==> src/rtl/booth_mul_sequencer_if.sv <==
// booth_mul_sequencer_if: start/operand request and product/status response bundle
interface booth_mul_sequencer_if #(parameter int WIDTH = 32);
  logic             start_i;
  logic [WIDTH-1:0] a_i;
  logic [WIDTH-1:0] b_i;
  logic             ready_o;
  logic             busy_o;
  logic             done_o;
  logic [WIDTH-1:0] hi_o;
  logic [WIDTH-1:0] lo_o;
  modport master (output start_i, a_i, b_i, input ready_o, busy_o, done_o, hi_o, lo_o);
  modport slave (input start_i, a_i, b_i, output ready_o, busy_o, done_o, hi_o, lo_o);
endinterface

==> src/rtl/booth_mul_sequencer.sv <==
// booth_mul_sequencer: radix-2 Booth signed multiplier, one recode/add/shift step per clock
module booth_mul_sequencer #(
  parameter int WIDTH = 32
) (
  input logic                  clk,
  input logic                  clr,
  booth_mul_sequencer_if.slave bus
);
  localparam int CW = $clog2(WIDTH + 1);
  typedef enum logic [1:0] {IDLE, CALC, DONE} state_t;
  state_t         state, state_nx;
  logic [WIDTH:0] m, a, sum;
  logic [WIDTH-1:0] q;
  logic           q_m1;
  logic [CW-1:0]  cnt;
  always_ff @(posedge clk or posedge clr)
    if (clr) state <= IDLE;
    else state <= state_nx;
  always_comb
    state_nx = state == IDLE ? (bus.start_i ? CALC : IDLE) :
               state == CALC ? (cnt == CW'(1) ? DONE : CALC) : IDLE;
  always_comb begin
    bus.ready_o = state == IDLE;
    bus.busy_o  = state != IDLE;
  end
  // A is one bit wider than the operand so A - M cannot overflow for the most negative multiplicand
  always_comb sum = q[0] == q_m1 ? a : q[0] ? a - m : a + m;
  always_ff @(posedge clk or posedge clr)
    if (clr) begin
      m          <= '0;
      a          <= '0;
      q          <= '0;
      q_m1       <= 1'b0;
      cnt        <= '0;
      bus.done_o <= 1'b0;
      bus.hi_o   <= '0;
      bus.lo_o   <= '0;
    end else begin
      bus.done_o <= state == DONE;
      if (state == IDLE && bus.start_i) begin
        m    <= {bus.a_i[WIDTH-1], bus.a_i};
        a    <= '0;
        q    <= bus.b_i;
        q_m1 <= 1'b0;
        cnt  <= CW'(WIDTH);
      end else if (state == CALC) begin
        {a, q, q_m1} <= {sum[WIDTH], sum, q};
        cnt          <= cnt - 1'b1;
      end else if (state == DONE) begin
        bus.hi_o <= a[WIDTH-1:0];
        bus.lo_o <= q;
      end
    end
endmodule

==> src/flat_wrapper.sv <==
// flat-port wrapper written by rule: the top's interface ports become plain ports
module booth_mul_sequencer_flat 
#(
  parameter int WIDTH = 32
)
  (clk, clr, bus_start_i, bus_a_i, bus_b_i, bus_ready_o, bus_busy_o, bus_done_o, bus_hi_o, bus_lo_o);
  booth_mul_sequencer_if #(.WIDTH(WIDTH)) bus_i ();
  input logic clk;
  input logic clr;
  input wire logic [$bits(bus_i.start_i)-1:0] bus_start_i;
  input wire logic [$bits(bus_i.a_i)-1:0] bus_a_i;
  input wire logic [$bits(bus_i.b_i)-1:0] bus_b_i;
  output wire logic [$bits(bus_i.ready_o)-1:0] bus_ready_o;
  output wire logic [$bits(bus_i.busy_o)-1:0] bus_busy_o;
  output wire logic [$bits(bus_i.done_o)-1:0] bus_done_o;
  output wire logic [$bits(bus_i.hi_o)-1:0] bus_hi_o;
  output wire logic [$bits(bus_i.lo_o)-1:0] bus_lo_o;
  assign bus_i.start_i = bus_start_i;
  assign bus_i.a_i = bus_a_i;
  assign bus_i.b_i = bus_b_i;
  assign bus_ready_o = bus_i.ready_o;
  assign bus_busy_o = bus_i.busy_o;
  assign bus_done_o = bus_i.done_o;
  assign bus_hi_o = bus_i.hi_o;
  assign bus_lo_o = bus_i.lo_o;
  booth_mul_sequencer #(.WIDTH(WIDTH)) u_core (.clk(clk), .clr(clr), .bus(bus_i));
endmodule
==> config.mk <==
export PLATFORM = sky130hd
export DESIGN_NAME = booth_mul_sequencer_flat
export DESIGN_NICKNAME = d
export VERILOG_FILES = /design/src/rtl/booth_mul_sequencer_if.sv /design/src/rtl/booth_mul_sequencer.sv /design/src/flat_wrapper.sv
export SDC_FILE = /design/constraint.sdc
export NUM_CORES = 1
export LEC_CHECK = 0
export BUFFER_PORTS_ARGS = -buffer_cell sky130_fd_sc_hd__buf_2
export CELL_PAD_IN_SITES_DETAIL_PLACEMENT = 1
export CELL_PAD_IN_SITES_GLOBAL_PLACEMENT = 2
export CORE_ASPECT_RATIO = 0.6
export CORE_UTILIZATION = 40
export DETAILED_ROUTE_END_ITERATION = 7
export PLACE_DENSITY_LB_ADDON = 0.12
export SYNTH_ARGS = -nofsm -noshare
export SYNTH_HDL_FRONTEND = slang
export SYNTH_SLANG_ARGS = --single-unit
==> constraint.sdc <==
create_clock -name clk -period 10.7 [get_ports clk]
set_input_delay 1.07 -clock clk [delete_from_list [all_inputs] [get_ports clk]]
set_output_delay 1.07 -clock clk [all_outputs]
set_load 0.005 [all_outputs]
# == Word-level counts from Yosys, hierarchy flattened ==
# Index checks and enable logic that the tools add are counted.
# op_classes
n_reduce_logical,5
n_eq_ne,4
mux,14
n_addsub,3
n_bitwise,2
# ops
cell,n
33-bit 2-to-1 mux,4
32-bit 2-to-1 mux,2
33-bit adder,1
33-bit subtractor,1
6-bit 2-to-1 mux,2
6-bit by 1-bit == test with 1-bit output (second input constant),1
2-bit 2-to-1 mux,3
6-bit by 1-bit subtractor with 6-bit output (second input constant),1
2-bit nonzero test,2
1-bit 2-to-1 mux,3
3-bit AND reduction,1
2-bit by 1-bit == test with 1-bit output (second input constant),1
2-bit == test (second input constant),1
2-bit logical NOT,1
1-bit inverter,2
1-bit == test,1
1-bit logical AND,1
# totals
output_inout_bits,67
register_bits,171
elab_cells,37
in_bits,67

# == Logic depth before layout (Yosys ltp) ==
# Gate-level depths: netlist (run 1).
# depth
word_depth,5
mapped_depth,16
ltp_nobuf,15

# == Worst setup path before layout (run 1) ==
# Ideal clock, no wire load.
# synth_timing
path_kind,register -> register
startpoint,reg u_core.m[11]
endpoint,reg u_core.a[30]
slack_ns,7.163
stages_incl_launch_ff,16
setup_time_ns,0.132
period_less_slack_ns,3.537
n_path_buf,1
t_required_ns,10.568
arrival_time_ns,3.405
path_cell_list,dfrtp_1 -> or3_4 -> nor4b_4 -> and3_2 -> and2_1 -> a21oi_1 -> xnor2_1 -> ha_1 -> clkbuf_1 -> a211oi_1 -> o21ai_0 -> a31o_2 -> a221oi_1 -> o41ai_1 -> xnor2_1 -> o21ai_1
# synth_via
elab_chain_len,5
elab_cells_between_ends,6
classes_between,add/sub (2); mux (4)
# synth_lines
item,line_no,source
start: declaration,booth_mul_sequencer.sv:12,"logic [WIDTH:0] m, a, sum;"
start signal: assignment,booth_mul_sequencer.sv:41,"m <= {bus.a_i[WIDTH-1], bus.a_i};"
33-bit adder / 33-bit subtractor (equally long branches),booth_mul_sequencer.sv:27,always_comb sum = q[0] == q_m1 ? a : q[0] ? a - m : a + m;
33-bit 2-to-1 mux * (2 in series),booth_mul_sequencer.sv:27,
33-bit 2-to-1 mux *,booth_mul_sequencer.sv:46,end else if (state == CALC) begin
33-bit 2-to-1 mux *,booth_mul_sequencer.sv:40,if (state == IDLE && bus.start_i) begin
end signal: assignment,booth_mul_sequencer.sv:47,"{a, q, q_m1} <= {sum[WIDTH], sum, q};"
end: declaration,booth_mul_sequencer.sv:12,
# Every way passes the cells marked *; elsewhere a longest branch is shown, timed or not. The select of a mux whose other input is x is not followed.
# A chain may end at the register's enable or synchronous reset.

# == Worst setup path in the final report (run 1) ==
# layout_timing
startpoint,reg u_core.m[2]
endpoint,reg u_core.a[29]
# The elaborated chain is that of the path after synthesis.

==> results of run 1 <==
==> cells in the final DEF (no fill, tap or decap), types with 7 or more instances in the layout <==
master     count
dfrtp_1      170
buf_2        133
mux2_2        96
nand2_1       82
o21ai_0       73
a21oi_1       53
nor2_1        48
xnor2_1       48
a22oi_1       46
ha_1          35
inv_1         22
nor3_1        19
nand3_1       18
clkbuf_16     17
a31oi_1       10
and3_1        10
buf_4         10
mux2i_1        9
and2_1         9
a21o_1         7
o21ai_1        7
==> cell families (layout without fill, tap and decap cells) <==
kind of cell / after synthesis / in the layout / share of synthesized area [%]
AO/OA/AOI/OAI: 257 / 257 / 17.6
XOR/XNOR: 54 / 54 / 5.02
adder cells (fa/ha/maj): 36 / 36 / 4.86
buffers and inverters: 74 / 195 / 3.04
flip-flops: 170 / 170 / 45.1
multiplexers: 105 / 105 / 12.4
AND/OR/NAND/NOR: 227 / 227 / 11.9
==> power by group through the flow <==
stage / logic (mW) / registers (mW) / clock network, mW
after floorplan: 0.918 / 0.867 / 0
after global placement: 1.21 / 0.924 / 0
after detailed placement: 1.22 / 0.929 / 0
after CTS: 1.23 / 0.920 / 0.648
after global routing: 1.39 / 0.941 / 0.677
final: 1.24 / 0.923 / 0.633
==> cells in the mapped netlist (all sizes together), types with 7 or more instances <==
master  instances
clkbuf         46
a31oi          10
and2            9
ha             35
nand3          18
mux2           96
dfrtp         170
inv            23
a22oi          46
a21o            7
nor3           19
mux2i           9
a21oi          56
xnor2          48
o31ai           8
o21ai          82
and3           12
nand2          83
nor2           50
==> sequential cells by signal, indices dropped and copies added (netlist names) <==
| signal | count |
|---|---|
| u_core.q_m1 | 1 |
| u_core.q | 32 |
| u_core.cnt | 6 |
| u_core.a | 32 |
| u_core.state | 2 |
| u_core.bus.done_o | 1 |
| u_core.bus.lo_o | 32 |
| u_core.bus.hi_o | 32 |
| u_core.m | 32 |
==> layer usage <==
layer / share of wire, % / track usage [%]
met1: 55 / 38.9
met5: 0.029 / 0
met4: 0.70 / 4.57
met2: 40 / 31.7
met3: 4.6 / 6.10
==> cell type report <==
| type | instances | share of cell area, % |
|---|---|---|
| clock buffers | 21 | 4.19 |
| clock inverters | 8 | 1.11 |
| inverters | 23 | 0.832 |
| multi-input cells | 679 | 44.8 |
| flip-flops and latches | 170 | 38.8 |
| well taps | 315 | 3.59 |
| repair buffers | 143 | 6.75 |
==> worst max-delay path, delay by kind of cell, from the launching register on <==
family	cells	cell delay [ps]
simple gates	4	1610
flops	1	420
fa+ha+maj	1	360
xor+xnor	1	150
compound gates	6	1290
mux	1	230
==> how the worst min path moves through the flow <==
stage	start	end	depth (start not counted)
global route	u_core.bus.lo_o[31]	u_core.bus.lo_o[31]	1
detailed placement	u_core.bus.lo_o[17]	u_core.bus.lo_o[17]	1
CTS	u_core.bus.lo_o[17]	u_core.bus.lo_o[17]	1
floorplan	u_core.cnt[1]	u_core.cnt[1]	2
finish	u_core.bus.hi_o[16]	u_core.bus.hi_o[16]	1
global placement	u_core.bus.lo_o[0]	u_core.bus.lo_o[0]	1
==> metrics by stage <==
step | util (%) | hold slack [ps]
after floorplan | - | 464
after global placement | 45.0 | 485
after detailed placement | 45.0 | 490
after CTS | 47.6 | 505
after global routing | 47.6 | 518
final | 47.6 | 501
==> results.txt, run 1 <==
outcome: completed
CP required: 11020 ps
Mapped Nets: 1026
R2R Setup Slk: 6490 ps
Unique masters post-synth: 68
area of the die: 24200 um^2
total track usage: 24.2%
core area: 23100 um^2
area post-placement: 10400 um^2
Chip Width: 200 um
clock-pin transition on the worst setup and hold timing paths: 70 ps
R2R depth: 13
Crit. End Element: flip-flop
worst setup path class: reg2reg
H-tree depth: 4
initial antenna violation count: 1
post-synthesis instance area: 9430 um^2
class of the tightest hold or removal check: reg2reg
P&R area growth vs syn: 16.5%
per-cell routed wire length: 20.5 um
EDFF count, synth: 0
Seq cells post-synth: 170
Async SR Flop Fraction: 100%
Final Hold Fails: 0
Int Pwr: 1.63 mW
leak pwr: 5.11 nW
Cells after Synth: 923
wire length of the first global-routing pass: 45300 um
GR Overflow Total: 0
synth warn: 0
Synth Area per Inst: 10.2 um^2
Bufs on Longest Clock Path: 2
via/cell ratio: 5.59
Sequential Power Share: 33.0%
Site Rows: 43
Worst-Skew Late Latency: 450 ps
design area: 11000 um^2
RR Endpoint: u_core.a[29]
fraction of layout cells with a size suffix above 1: 28.3%
Die Y: 121 um
I/O Pins: 134
Resized cells post-CTS: 0
worst endpoint data arrival time: 4530 ps
Detail Placement HPWL: 19600 um
total power: 2.79 mW
power density over cell area: 254 nW/um^2
unrepaired setup endpoints after global routing: false
top_reg_cell synth: dfrtp_1
combinational share of power: 44.3%
Routed WL: 27800 um
post-layout min period: 4210 ps
Seq/Total Area, Yosys: 45.1%
antenna diode count: 0
crit-path max FO: 6
most numerous cell on the critical path: a21oi_1
Fin Clk Skew: 8.01 ps
DR DRC count: 0
worst slack at placement: 6480 ps
Port Buf Inserts: 133
cts hold-fix bufs: 0
TritonCTS clock tree: built
CP max stage cell: nor4_1
placed instance count: 1330
Final Cycle Share: 39.3%
Post-CTS Setup Inserts: 0
Nets: 1137
Max transition margin: 21.2%
CP Launch Type: flip-flop
Max Clock Freq: 238 MHz
via count: 7592
Finish-stage setup viols: 0
TNS Setup: 0 ps
Clk network pwr share: 22.7%
antenna viol nets, final: 0
post-route insts no fill: 1359
initial cell density of the core: 40.8%
Setup crit start: u_core.m[2]
largest net degree at the start of global routing: 107
Max Slew Vio Count: 0
worst vdd ir: 0.000136 V
Root Driver: clkbuf_16
RR Startpoint: u_core.m[2]
iteration-0 DRC count of the detailed router: 442
register area: 4250 um^2
max-cap violations: 0
GP Congestion: 0.832
worst-margin pin slew: 1170 ps
Net Switching: 1.16 mW
multi-input logic area: 4920 um^2
CP Capture Point: u_core.a[29]
CTS Buf Count: 17
crit path cell chain: or3_4, nor4_1, and2_1, a21oi_1, xnor2_1, ha_1, a21oi_1, o31ai_1, a31oi_1, a21oi_1, nor3_1, mux2i_1, o211ai_1
Crit path largest cell delay: 500 ps
Layout fillers: 2586
post-synth top area share: 45.1%
CTS sink cnt: 170
Switching Fraction: 41.5%
Setup WS post-layout: 6490 ps
Synth area leaders: dfrtp_1 (45%), mux2_2 (11%), ha_1 (4.6%)
Yosys top cell by area: dfrtp_1
Pre-antenna DRT Iters: 5
vias in the first global route: 7763
No activity file was read; power rests on OpenSTA's default activity.
==> run 2, diff against run 1 <==
--- a/config.mk
+++ b/config.mk
@@ -9,7 +9,7 @@
 export CELL_PAD_IN_SITES_DETAIL_PLACEMENT = 1
 export CELL_PAD_IN_SITES_GLOBAL_PLACEMENT = 2
 export CORE_ASPECT_RATIO = 0.6
-export CORE_UTILIZATION = 40
+export CORE_UTILIZATION = 33
 export DETAILED_ROUTE_END_ITERATION = 7
 export PLACE_DENSITY_LB_ADDON = 0.12
 export SYNTH_ARGS = -nofsm -noshare
==> constraint.sdc (replaced) <==
create_clock -name clk -period 3.86 [get_ports clk]
set_input_delay 0.386 -clock clk [delete_from_list [all_inputs] [get_ports clk]]
set_output_delay 0.386 -clock clk [all_outputs]
set_load 0.005 [all_outputs]
==> run 2 against run 1 <==
  * Critical path depth is the same
  * Register-to-register slack got worse by 6400 ps
  * Largest power group unchanged
  * Clock power increased to 2.9 times the previous value
  * Non-clock buffer count grew 53
  * Fmax increased by 11%
  * Die area up 21%
  * Worst hold slack worse by 470 ps
  * The run now ends with design-rule violations left
  * Largest cell class unchanged
==> results.txt, run 2 (synthesis results as in run 1) <==
GR Overflow Total: 0 (unchanged)
Clk network pwr share: 22.2% (was 22.7%)
DR DRC count: 10 (was 0)
post-route insts no fill: 1467 (was 1359)
GP Congestion: 0.831 (was 0.832)
Detail Placement HPWL: 21500 um (was 19600 um)
Root Driver: clkbuf_16 (unchanged)
core area: 27800 um^2 (was 23100 um^2)
CTS Buf Count: 17 (unchanged)
delay-heaviest family, CP: simple AND/OR/NAND/NOR gates (unchanged)
cts hold-fix bufs: 0 (unchanged)
R2R depth: 13 (unchanged)
Max Slew Vio Count: 0 (unchanged)
I/O Pins: 134 (unchanged)
RR Endpoint: u_core.a[24] (was u_core.a[29])
Crit. End Element: flip-flop (unchanged)
commonest non-fill, non-tap cells in the layout: dfrtp_1 (170), buf_2 (133), mux2_2 (96), nand2_1 (82), o21ai_0 (72) (was dfrtp_1 (170), buf_2 (133), mux2_2 (96), nand2_1 (82), o21ai_0 (73))
largest net degree at the start of global routing: 132 (was 107)
fraction of layout cells with a size suffix above 1: 33.5% (was 28.3%)
Max transition margin: 28.0% (was 21.2%)
Final Cycle Share: 98.5% (was 39.3%)
crit-path max FO: 9 (was 6)
CP Launch Type: flip-flop (unchanged)
failing checks: design-rule violations
Net Switching: 3.45 mW (was 1.16 mW)
Finish-stage setup viols: 0 (unchanged)
class of the tightest hold or removal check: in2async (was reg2reg)
CTS sink cnt: 170 (unchanged)
worst setup path class: reg2reg (unchanged)
Die Y: 133 um (was 121 um)
commonest non-fill, non-tap cell in the layout: dfrtp_1 (unchanged)
CP bufs+invs: 0 (unchanged)
wire length of the first global-routing pass: 46800 um (was 45300 um)
via/cell ratio: 5.29 (was 5.59)
post-layout min period: 3800 ps (was 4210 ps)
Switching Fraction: 41.8% (was 41.5%)
Fin Clk Skew: 12.7 ps (was 8.01 ps)
RR Startpoint: u_core.m[11] (was u_core.m[2])
Crit path largest cell delay: 480 ps (was 500 ps)
per-cell routed wire length: 20.0 um (was 20.5 um)
initial antenna violation count: 0 (was 1)
CP required: 4210 ps (was 11020 ps)
total track usage: 21.0% (was 24.2%)
Worst-Skew Late Latency: 450 ps (about the same)
antenna viol nets, final: 0 (unchanged)
Bufs on Longest Clock Path: 2 (unchanged)
unrepaired setup endpoints after global routing: true (was false)
R2R Setup Slk: 60 ps (was 6490 ps)
worst endpoint data arrival time: 4150 ps (was 4530 ps)
via count: 7755 (was 7592)
Final Hold Fails: 0 (unchanged)
P&R area growth vs syn: 23.3% (was 16.5%)
power density over cell area: 711 nW/um^2 (was 254 nW/um^2)
worst vdd ir: 0.000374 V (was 0.000136 V)
Pre-antenna DRT Iters: 6 (was 5)
leak pwr: 5.40 nW (was 5.11 nW)
Setup WS post-layout: 57.9 ps (was 6490 ps)
iteration-0 DRC count of the detailed router: 414 (was 442)
crit path cell chain: or3_4, nor4b_4, and3_4, a21oi_1, xnor2_1, ha_1, nand2_1, nor3_1, a221oi_2, and2_4, a21oi_2, or4_1, a31o_1 (was or3_4, nor4_1, and2_1, a21oi_1, xnor2_1, ha_1, a21oi_1, o31ai_1, a31oi_1, a21oi_1, nor3_1, mux2i_1, o211ai_1)
area of the die: 29300 um^2 (was 24200 um^2)
TritonCTS clock tree: built (unchanged)
Crit path depth: 13 (unchanged)
Max Clock Freq: 263 MHz (was 238 MHz)
initial cell density of the core: 33.9% (was 40.8%)
Fin Hold WS: 30.8 ps (was 501 ps)
clock-pin transition on the worst setup and hold timing paths: 70 ps (about the same)
CP max stage cell: or4_1 (was nor4_1)
combinational share of power: 46.9% (was 44.3%)
vias in the first global route: 7849 (was 7763)
max-cap violations: 0 (unchanged)
worst-margin pin slew: 1080 ps (was 1170 ps)
placed instance count: 1430 (was 1330)
H-tree depth: 4 (unchanged)
Sequential Power Share: 31.0% (was 33.0%)
Chip Width: 220 um (was 200 um)
Int Pwr: 4.81 mW (was 1.63 mW)
Site Rows: 47 (was 43)
outcome: finished with violations (was completed)
Routed WL: 29400 um (was 27800 um)
antenna diode count: 0 (unchanged)
worst slack at placement: -18.0 ps (was 6480 ps)
Port Buf Inserts: 133 (unchanged)
Nets: 1190 (was 1137)
[run 2: changes by cell type in the layout (fill, tap and decap cells not counted), moves of 3 or more]
cell and delta:
buf_12 +3, ha_1 -4, a21oi_1 -3, and2_1 -3, clkinv_2 -3, clkinvlp_4 +4
buf_4 +50
[run 2: worst max-delay path by stage]
| stage | from | end | slack (ps) |
|---|---|---|---|
| 3_3_place_gp | u_core.m[2] | u_core.a[24] | 40 |
| 3_5_place_dp | u_core.m[11] | u_core.a[30] | -20 |
| 6_report | u_core.m[11] | u_core.a[24] | 60 |
| 2_1_floorplan | u_core.m[11] | u_core.a[30] | 320 |
| 4_1_cts | u_core.m[11] | u_core.a[30] | 3 |
| 5_1_grt | u_core.m[11] | u_core.a[30] | -100 |
[run 2: repair_timing]
item / in CTS / in global routing
gates resized for setup: 4 / 21
pin swaps: 0 / 8
hold endpoints to repair: 0 / 0
endpoints found under the setup margin: 2 / 13
buffers inserted: 0 / 5
[run 2: metal layers]
layer | track usage [%] | part of all wire [%] | up-vias
met5 | 0 | 0 | -
met4 | 4.14 | 0.68 | 0
met3 | 4.37 | 3.7 | 10
met2 | 26.9 | 39 | 126
met1 | 34.9 | 57 | 3937
li1 | - | - | 3682
[run 2: layout make-up]
class | instances | area (um^2)
clock buffer | 18 | 429
clock inverter | 14 | 186
fill | 3180 | 16200
inverter | 23 | 90.1
multi-input combinational | 679 | 5030
sequential | 170 | 4250
tap | 367 | 459
timing repair buffer | 196 | 1180
[run 2: worst reg2reg max path: stages, from the launching register on]
cell,delay (ps)
dfrtp_1,380
or3_4,420
nor4b_4,330
and3_4,310
a21oi_1,110
xnor2_1,250
ha_1,390
nand2_1,140
nor3_1,70
a221oi_2,340
and2_4,210
a21oi_2,60
or4_1,480
a31o_1,220
[run 2: power groups by stage]
stage               Clock (mW)  Combinational [mW]  Sequential, mW
floorplan                    0                2.55            2.40
global placement             0                3.64            2.58
detailed placement           0                3.69            2.59
CTS                       1.90                3.73            2.56
global route              1.97                4.26            2.62
finish                    1.83                3.87            2.56
[run 2: per-stage QoR]
step,util (%),area [um^2],TNS (ps),power [mW]
floorplan,-,9430,0,4.95
CTS,41.3,11500,0,8.18
global route,41.8,11600,-220,8.85
detailed placement,39.0,10900,-27.8,6.28
global placement,39.0,10900,0,6.23
finish,41.8,11600,0,8.26
